**config.mk**
```make
export PLATFORM = sky130hd
export DESIGN_NAME = iter_shifter
export DESIGN_NICKNAME = d
export VERILOG_FILES = /design/src/rtl/shifter_pkg.sv /design/src/rtl/shift_step.sv /design/src/rtl/iter_shifter.sv
export SDC_FILE = /design/constraint.sdc
export NUM_CORES = 1
export LEC_CHECK = 0
export CAP_MARGIN = 25
export CORE_MARGIN = 10
export CORE_UTILIZATION = 52
export DETAILED_ROUTE_END_ITERATION = 8
export HOLD_SLACK_MARGIN = 0.06
export PLACE_DENSITY = 0.79
export SLEW_MARGIN = 20
export SYNTH_ARGS = -nofsm -noshare
export SYNTH_HDL_FRONTEND = slang
export SYNTH_SLANG_ARGS = --single-unit
```
**constraint.sdc**
```tcl
create_clock -name clk -period 4.5 [get_ports clk]
set_clock_uncertainty 0.1 [all_clocks]
set_input_delay 0.45 -clock clk [delete_from_list [all_inputs] [get_ports clk]]
set_output_delay 0.45 -clock clk [all_outputs]
set_load 0.005 [all_outputs]
```
**src/rtl/shifter_pkg.sv**
```systemverilog
// Shared definitions for the iterative shift/rotate unit: operation encoding,
// controller states and the reserved-operation decode.
package shifter_pkg;

    typedef enum logic [2:0] {
        OP_SLL = 3'd0,
        OP_SRL = 3'd1,
        OP_SRA = 3'd2,
        OP_ROL = 3'd3,
        OP_ROR = 3'd4
    } shift_op_t;

    typedef enum logic [1:0] {
        IDLE  = 2'd0,
        SHIFT = 2'd1,
        DONE  = 2'd2
    } state_t;

    // Encodings at or above this value are reserved and pass data through.
    localparam logic [2:0] OP_RSVD_MIN = 3'd5;

    function automatic logic op_is_reserved(input logic [2:0] op);
        return (op >= OP_RSVD_MIN);
    endfunction

endpackage

```
**src/rtl/shift_step.sv**
```systemverilog
// Combinational single-step shifter: moves a value by k (0..STEP) positions
// in the requested direction and mode. When SHIFTER_CARRY_EN is defined it
// also reports the last bit pushed out (for rotates, the bit that wrapped).
module shift_step
    import shifter_pkg::*;
#(
    parameter  int WIDTH = 32,
    parameter  int STEP  = 4,
    localparam int KW    = $clog2(STEP + 1),
    localparam int AW    = $clog2(WIDTH)
) (
    input  logic [WIDTH-1:0] value,
    input  shift_op_t        op,
    input  logic [KW-1:0]    k,
    input  logic             sign,
    output logic [WIDTH-1:0] shifted
`ifdef SHIFTER_CARRY_EN
    ,
    output logic             bit_out
`endif
);

    localparam logic [WIDTH-1:0] ALL_ONES = {WIDTH{1'b1}};
    localparam logic [WIDTH-1:0] ONE      = {{(WIDTH-1){1'b0}}, 1'b1};

    logic [AW:0] k_ext_s;
    logic [AW:0] back_s;

    // k widened to hold WIDTH; back_s is the complementary distance used for
    // wrap-around and for locating the bit leaving the MSB end. For k=0 it is
    // WIDTH, which shifts everything out and contributes nothing.
    assign k_ext_s = (AW + 1)'(k);
    assign back_s  = (AW + 1)'(WIDTH) - k_ext_s;

`ifdef SHIFTER_CARRY_EN
    logic left_bit_s;
    logic right_bit_s;

    // Bit leaving the MSB end is value[WIDTH-k]; bit leaving the LSB end is
    // value[k-1]. With k=0 both masks shift out of range and read 0.
    assign left_bit_s  = |(value & (ONE << back_s));
    assign right_bit_s = |(value & (ONE << (k_ext_s - (AW + 1)'(1))));
`endif

    // Mode-dependent shift with the appropriate fill.
    always_comb begin
        shifted = value;
`ifdef SHIFTER_CARRY_EN
        bit_out = 1'b0;
`endif
        case (op)
            OP_SLL: begin
                shifted = value << k_ext_s;
`ifdef SHIFTER_CARRY_EN
                bit_out = left_bit_s;
`endif
            end
            OP_SRL: begin
                shifted = value >> k_ext_s;
`ifdef SHIFTER_CARRY_EN
                bit_out = right_bit_s;
`endif
            end
            OP_SRA: begin
                shifted = (value >> k_ext_s) | (~(ALL_ONES >> k_ext_s) & {WIDTH{sign}});
`ifdef SHIFTER_CARRY_EN
                bit_out = right_bit_s;
`endif
            end
            OP_ROL: begin
                shifted = (value << k_ext_s) | (value >> back_s);
`ifdef SHIFTER_CARRY_EN
                bit_out = left_bit_s;
`endif
            end
            OP_ROR: begin
                shifted = (value >> k_ext_s) | (value << back_s);
`ifdef SHIFTER_CARRY_EN
                bit_out = right_bit_s;
`endif
            end
            default: begin
                shifted = value;
`ifdef SHIFTER_CARRY_EN
                bit_out = 1'b0;
`endif
            end
        endcase
    end

endmodule

```
**src/rtl/iter_shifter.sv**
```systemverilog
// Iterative shift/rotate unit with valid/ready handshakes. Shifts up to STEP
// positions per clock. Optional feature macro: SHIFTER_CARRY_EN adds the
// carry_out port reporting the last bit shifted out.
module iter_shifter
    import shifter_pkg::*;
#(
    parameter  int WIDTH = 32,
    parameter  int STEP  = 4,
    localparam int AW    = $clog2(WIDTH)
) (
    input  logic             clk,
    input  logic             reset,
    input  logic             in_valid,
    output logic             in_ready,
    input  logic [2:0]       op,
    input  logic [WIDTH-1:0] data,
    input  logic [AW-1:0]    amt,
    output logic             out_valid,
    input  logic             out_ready,
    output logic [WIDTH-1:0] result
`ifdef SHIFTER_CARRY_EN
    ,
    output logic             carry_out
`endif
);

    localparam int          KW     = $clog2(STEP + 1);
    localparam logic [AW:0] STEP_W = (AW + 1)'(STEP);
    localparam logic [KW-1:0] STEP_K = KW'(STEP);

    state_t           state_r;
    state_t           state_nx;
    logic [2:0]       op_r;
    logic [WIDTH-1:0] work_r;
    logic [AW-1:0]    rem_r;
    logic             sign_r;
    logic             in_ready_r;
    logic             out_valid_r;
    logic [KW-1:0]    k_s;
    logic             last_step_s;
    logic [WIDTH-1:0] step_value_s;
`ifdef SHIFTER_CARRY_EN
    logic             carry_r;
    logic             step_bit_s;
`endif

    shift_step #(
        .WIDTH (WIDTH),
        .STEP  (STEP)
    ) u_step (
        .value   (work_r),
        .op      (shift_op_t'(op_r)),
        .k       (k_s),
        .sign    (sign_r),
        .shifted (step_value_s)
`ifdef SHIFTER_CARRY_EN
        ,
        .bit_out (step_bit_s)
`endif
    );

    // Step size for this cycle: the full STEP, or whatever remains if less.
    always_comb begin
        k_s         = STEP_K;
        last_step_s = 1'b0;
        if ({1'b0, rem_r} <= STEP_W) begin
            k_s         = KW'(rem_r);
            last_step_s = 1'b1;
        end else begin
            k_s         = STEP_K;
            last_step_s = 1'b0;
        end
    end

    // Next-state logic. Zero amounts and reserved ops skip straight to DONE;
    // SHIFT leaves on the edge that consumes the final step.
    always_comb begin
        state_nx = state_r;
        case (state_r)
            IDLE: begin
                if (in_valid) begin
                    if ((amt == '0) || op_is_reserved(op)) begin
                        state_nx = DONE;
                    end else begin
                        state_nx = SHIFT;
                    end
                end else begin
                    state_nx = IDLE;
                end
            end
            SHIFT: begin
                if (last_step_s) begin
                    state_nx = DONE;
                end else begin
                    state_nx = SHIFT;
                end
            end
            DONE: begin
                if (out_ready) begin
                    state_nx = IDLE;
                end else begin
                    state_nx = DONE;
                end
            end
            default: begin
                state_nx = IDLE;
            end
        endcase
    end

    // Controller state register.
    always_ff @(posedge clk) begin
        if (reset) begin
            state_r <= IDLE;
        end else begin
            state_r <= state_nx;
        end
    end

    // Registered handshake flags, decoded from the upcoming state so they
    // line up with state_r and never depend combinationally on in_valid.
    always_ff @(posedge clk) begin
        if (reset) begin
            in_ready_r  <= 1'b1;
            out_valid_r <= 1'b0;
        end else begin
            in_ready_r  <= (state_nx == IDLE);
            out_valid_r <= (state_nx == DONE);
        end
    end

    // Operand capture on accept, then one step per SHIFT cycle; DONE holds.
    always_ff @(posedge clk) begin
        if (reset) begin
            op_r   <= 3'd0;
            work_r <= '0;
            rem_r  <= '0;
            sign_r <= 1'b0;
`ifdef SHIFTER_CARRY_EN
            carry_r <= 1'b0;
`endif
        end else begin
            case (state_r)
                IDLE: begin
                    if (in_valid) begin
                        op_r   <= op;
                        work_r <= data;
                        rem_r  <= amt;
                        sign_r <= data[WIDTH-1];
`ifdef SHIFTER_CARRY_EN
                        carry_r <= 1'b0;
`endif
                    end
                end
                SHIFT: begin
                    work_r <= step_value_s;
                    rem_r  <= rem_r - AW'(k_s);
`ifdef SHIFTER_CARRY_EN
                    carry_r <= step_bit_s;
`endif
                end
                default: begin
                end
            endcase
        end
    end

    assign in_ready  = in_ready_r;
    assign out_valid = out_valid_r;
    assign result    = work_r;
`ifdef SHIFTER_CARRY_EN
    assign carry_out = carry_r;
`endif

endmodule

```
==> impl_results.md <==
- Outcome: complete, no violations
- Average cell area after synthesis: 7.29 um2
- Share of Yosys cell area claimed by the top area cell type: approximately 14%
- X dimension of the die: about 130 um
- Starting utilization of the core area: 53.8%
- Net count of the mapped netlist: about 950
- Timing-limited maximum frequency: 272 MHz
- Core occupancy in the finished layout: 62.1%
- Most common cell after layout, fill and taps aside: sky130_fd_sc_hd__nand2_1
- Post-detailed-route wirelength per cell: 30.8 um
- Number of buffers created by CTS: 5
- Fin. Hold Viols: 0
- Maximum clock insertion buffer count: 2
- Family of cells with the greatest summed delay on the critical path: simple AND/OR/NAND/NOR gates
- Pins Over Slew Limit: 0
- Peak VDD IR: about 190 uV
- Number of buffer and inverter stages on the critical path: 2
- Clock root cell: sky130_fd_sc_hd__clkbuf_16
- Reg-to-reg endpoint: result[16]
- Overflow left after global routing: 0
- Commonest cells after routing, fill and taps aside: sky130_fd_sc_hd__nand2_1 (111), sky130_fd_sc_hd__mux2i_1 (90), sky130_fd_sc_hd__nor2_1 (77), sky130_fd_sc_hd__clkdlybuf4s50_1 (77), sky130_fd_sc_hd__a21oi_1 (49)
- Number of core rows: 40
- Number of port buffers: 77
- Launch point of the critical path: rem_r[2]
- Final min period: 3.68 ns
- Detailed placement HPWL: 22600 um
- Number of ports placed on the die boundary: 78
- Later-pin clock latency in the skew report: 0.32 ns
- Capturing element type of the critical path: flop
- Number of resized instances in the post-cts repair step: 0
- Period Utilization, post-route: around four fifths
- Max-cap check violation count: 0
- Total Wirelength: ~33000 um
- Fill cell instance count of the final layout: 1105
- Violation count after the first detailed-routing iteration: 1859
- Critical setup path kind: flop to flop
- Area taken by multi-input logic gates: between 5000 and 6000 um2
- Drc violations: 0
- Unrepaired setup endpoints after global routing: false
- Crit path launch type: flop
- Area post-placement: 7390 um2
- Number of routed nets with antenna violations: 0
- Total negative slack: 0 ns
- CP max stage cell: sky130_fd_sc_hd__buf_4
- Clock tree from TritonCTS: built
- Relative area change from synthesis to final layout: 15.3%
- Depth of the CTS H-tree: 2
- Global-route wire length before repair: 49300 um
- Reg-to-Reg Start: rem_r[2]
- Fraction of the yosys area taken by sequential cells: between 10 and 15%
- Number of instances on the worst hold path: 2
- GRT Util Overall: between 30% and 40%
- Maximum single-stage delay on the critical path: 0.77 ns
- Post-synth EDFFs: 0
- Transition time at the pin with the least slew margin: 1.09 ns
- Warning count from the yosys run: 0
- Via count of the first global-routing pass: 7495
- Design Area, Final: 7550 um2
- Worst R2R Setup Slack: approximately 0.8 ns
- Destination of the worst hold path: sign_r
- Worst slew margin relative to its limit: between 20 and 30%
- Worst hold margin: 0.492 ns
- Depth of the most critical reg-to-reg path: 8
- Worst Setup Slack post-DPL: roughly 1.0 ns
- Leakage power summed over all cells: 2.74 nW
- Final weighted congestion in routability-driven placement: around 1.1
- Critical Path RT: 4.58 ns
- Primary FF master, synth: sky130_fd_sc_hd__dfxtp_1
- Arrival time reported for the critical path endpoint: 3.76 ns
- Proportion of layout cells with a drive suffix above 1: 11.2%
- Final setup fails: 0
- Fraction of registers with async set or reset after synthesis: 0%
- Flip-flop and latch count after synthesis: 45
- Die Span Y: 132 um
- Largest net degree at the start of global routing: 72
- Post-CTS Hold Buffers: 0
- Highest fanout seen on the critical path: roughly 70
- Class of the tightest hold or removal check: flop to flop
- Number of antenna violations at the first check in global routing: 0
- Total number of vias: ~8300
- Sink count of the clock tree: 45
- Ratio of total power to cell area: between 300 and 400 nW/um2
- Number of different library cells in the post-synthesis netlist: 74
- Worst-case setup margin in the final layout: 0.818 ns
- Post-synthesis instance area: 6550 um2
- Drt first pass iters: 8
- Number of nets in the layout: roughly 960
- Cell accounting for the most synthesized area: sky130_fd_sc_hd__dfxtp_1
- Top area cells in the synthesized netlist: sky130_fd_sc_hd__dfxtp_1 (14%), sky130_fd_sc_hd__mux2i_1 (14%), sky130_fd_sc_hd__mux4_2 (7.9%)
- Clock-pin slew on the worst setup and hold paths: 0.08 ns
- Worst path cell trace: nor4b_4 > inv_2 > buf_4 > nand2_2 > nand3_1 > a21oi_1 > a2111oi_0 > nor3_1
- Antenna Diode Count: 0
- Area taken by flip-flops and latches: 902 um2
- Core Box Area: around 12000 um2
- Hold Startpoint: sign_r
- Die Footprint: 17500 um2
- Mean number of vias per cell: 7.74
- Number of instances in the synthesized netlist: 898
- Post-CTS setup buffer count: 0
==> layout make-up <==
class | instances | share of cell area (%)
Clock buffer | 6 | 1.71
Inverter | 11 | 0.547
Timing Repair Buffer | 113 | 13.9
Sequential cell | 45 | 11.9
Tap cell | 168 | 2.78
Multi-Input combinational cell | 732 | 68.6
Clock inverter | 2 | 0.514
==> power breakdown <==
| group | internal [mW] | total (mW) | leakage [nW] | switching [mW] |
|---|---|---|---|---|
| Combinational | 0.642 | 1.65 | 2.28 | 1.01 |
| Clock | 0.265 | 0.476 | 0.0810 | 0.211 |
| Sequential | 0.447 | 0.644 | 0.372 | 0.198 |
| Total | 1.35 | 2.77 | 2.74 | 1.42 |
==> how the worst max path moves through the flow <==
stage          slack, ns  depth (start not counted)    endpoint
5_1_grt             0.65                          8  result[16]
4_1_cts             0.97                         13  result[23]
3_5_place_dp        1.03                         13  result[23]
6_report            0.82                          8  result[16]
2_1_floorplan       0.72                         15  result[16]
3_3_place_gp        1.01                          8  result[19]
==> cell families after synthesis <==
logic type / count (synthesis) / share of synthesized area (%)
buf+inv: 121 / 7.47
simple gates: 311 / 22.3
other cells: 1 / 0.0573
mux: 133 / 25.2
xor+xnor: 1 / 0.134
compound gates: 281 / 30.2
fa+ha+maj: 5 / 0.955
flops: 45 / 13.8
==> worst min-delay path, stage by stage (launching register included) <==
cell                      delay (ns)
sky130_fd_sc_hd__dfxtp_1        0.36
sky130_fd_sc_hd__mux2i_1        0.14
sky130_fd_sc_hd__nor2_1         0.05
==> cells in the mapped netlist (all sizes together), types with 5 or more instances <==
library cell / count
a221oi: 24
a22oi: 5
a2111oi: 7
a211o: 6
o221ai: 9
buf: 30
o311ai: 5
dfxtp: 45
o211ai: 23
a31oi: 12
nand3: 26
nor3: 26
mux2: 20
inv: 7
nor4: 8
clkbuf: 80
mux2i: 90
ha: 5
nor2: 77
nor4b: 5
nor2b: 10
o21ai: 49
nand2b: 8
and2: 5
a211oi: 16
nand2: 112
o22ai: 15
o21a: 8
a311oi: 6
or3: 12
o2111ai: 6
a21oi: 49
mux4: 23
and3: 8
==> routing by layer <==
metal	track usage, %	up-vias	share of wire, %	routed length [um]
li1	-	3453	-	-
met1	47.8	3824	37	12500
met2	50.0	889	40	13300
met3	11.4	174	16	5440
met4	17.5	0	6.1	2020
met5	0	-	0	0
==> per-stage QoR <==
step,power [mW],std cells
after floorplan,1.59,898
after global placement,2.21,1069
after detailed placement,2.19,1069
after CTS,2.66,1077
after global routing,2.83,1077
final,2.77,1077
==> state kept, by name, summed over array words and instances, names as in the netlist <==
| signal | flops |
|---|---|
| state_r | 2 |
| out_valid | 1 |
| sign_r | 1 |
| rem_r | 5 |
| op_r | 3 |
| result | 32 |
| in_ready | 1 |
(Power assumes the default switching activity.)
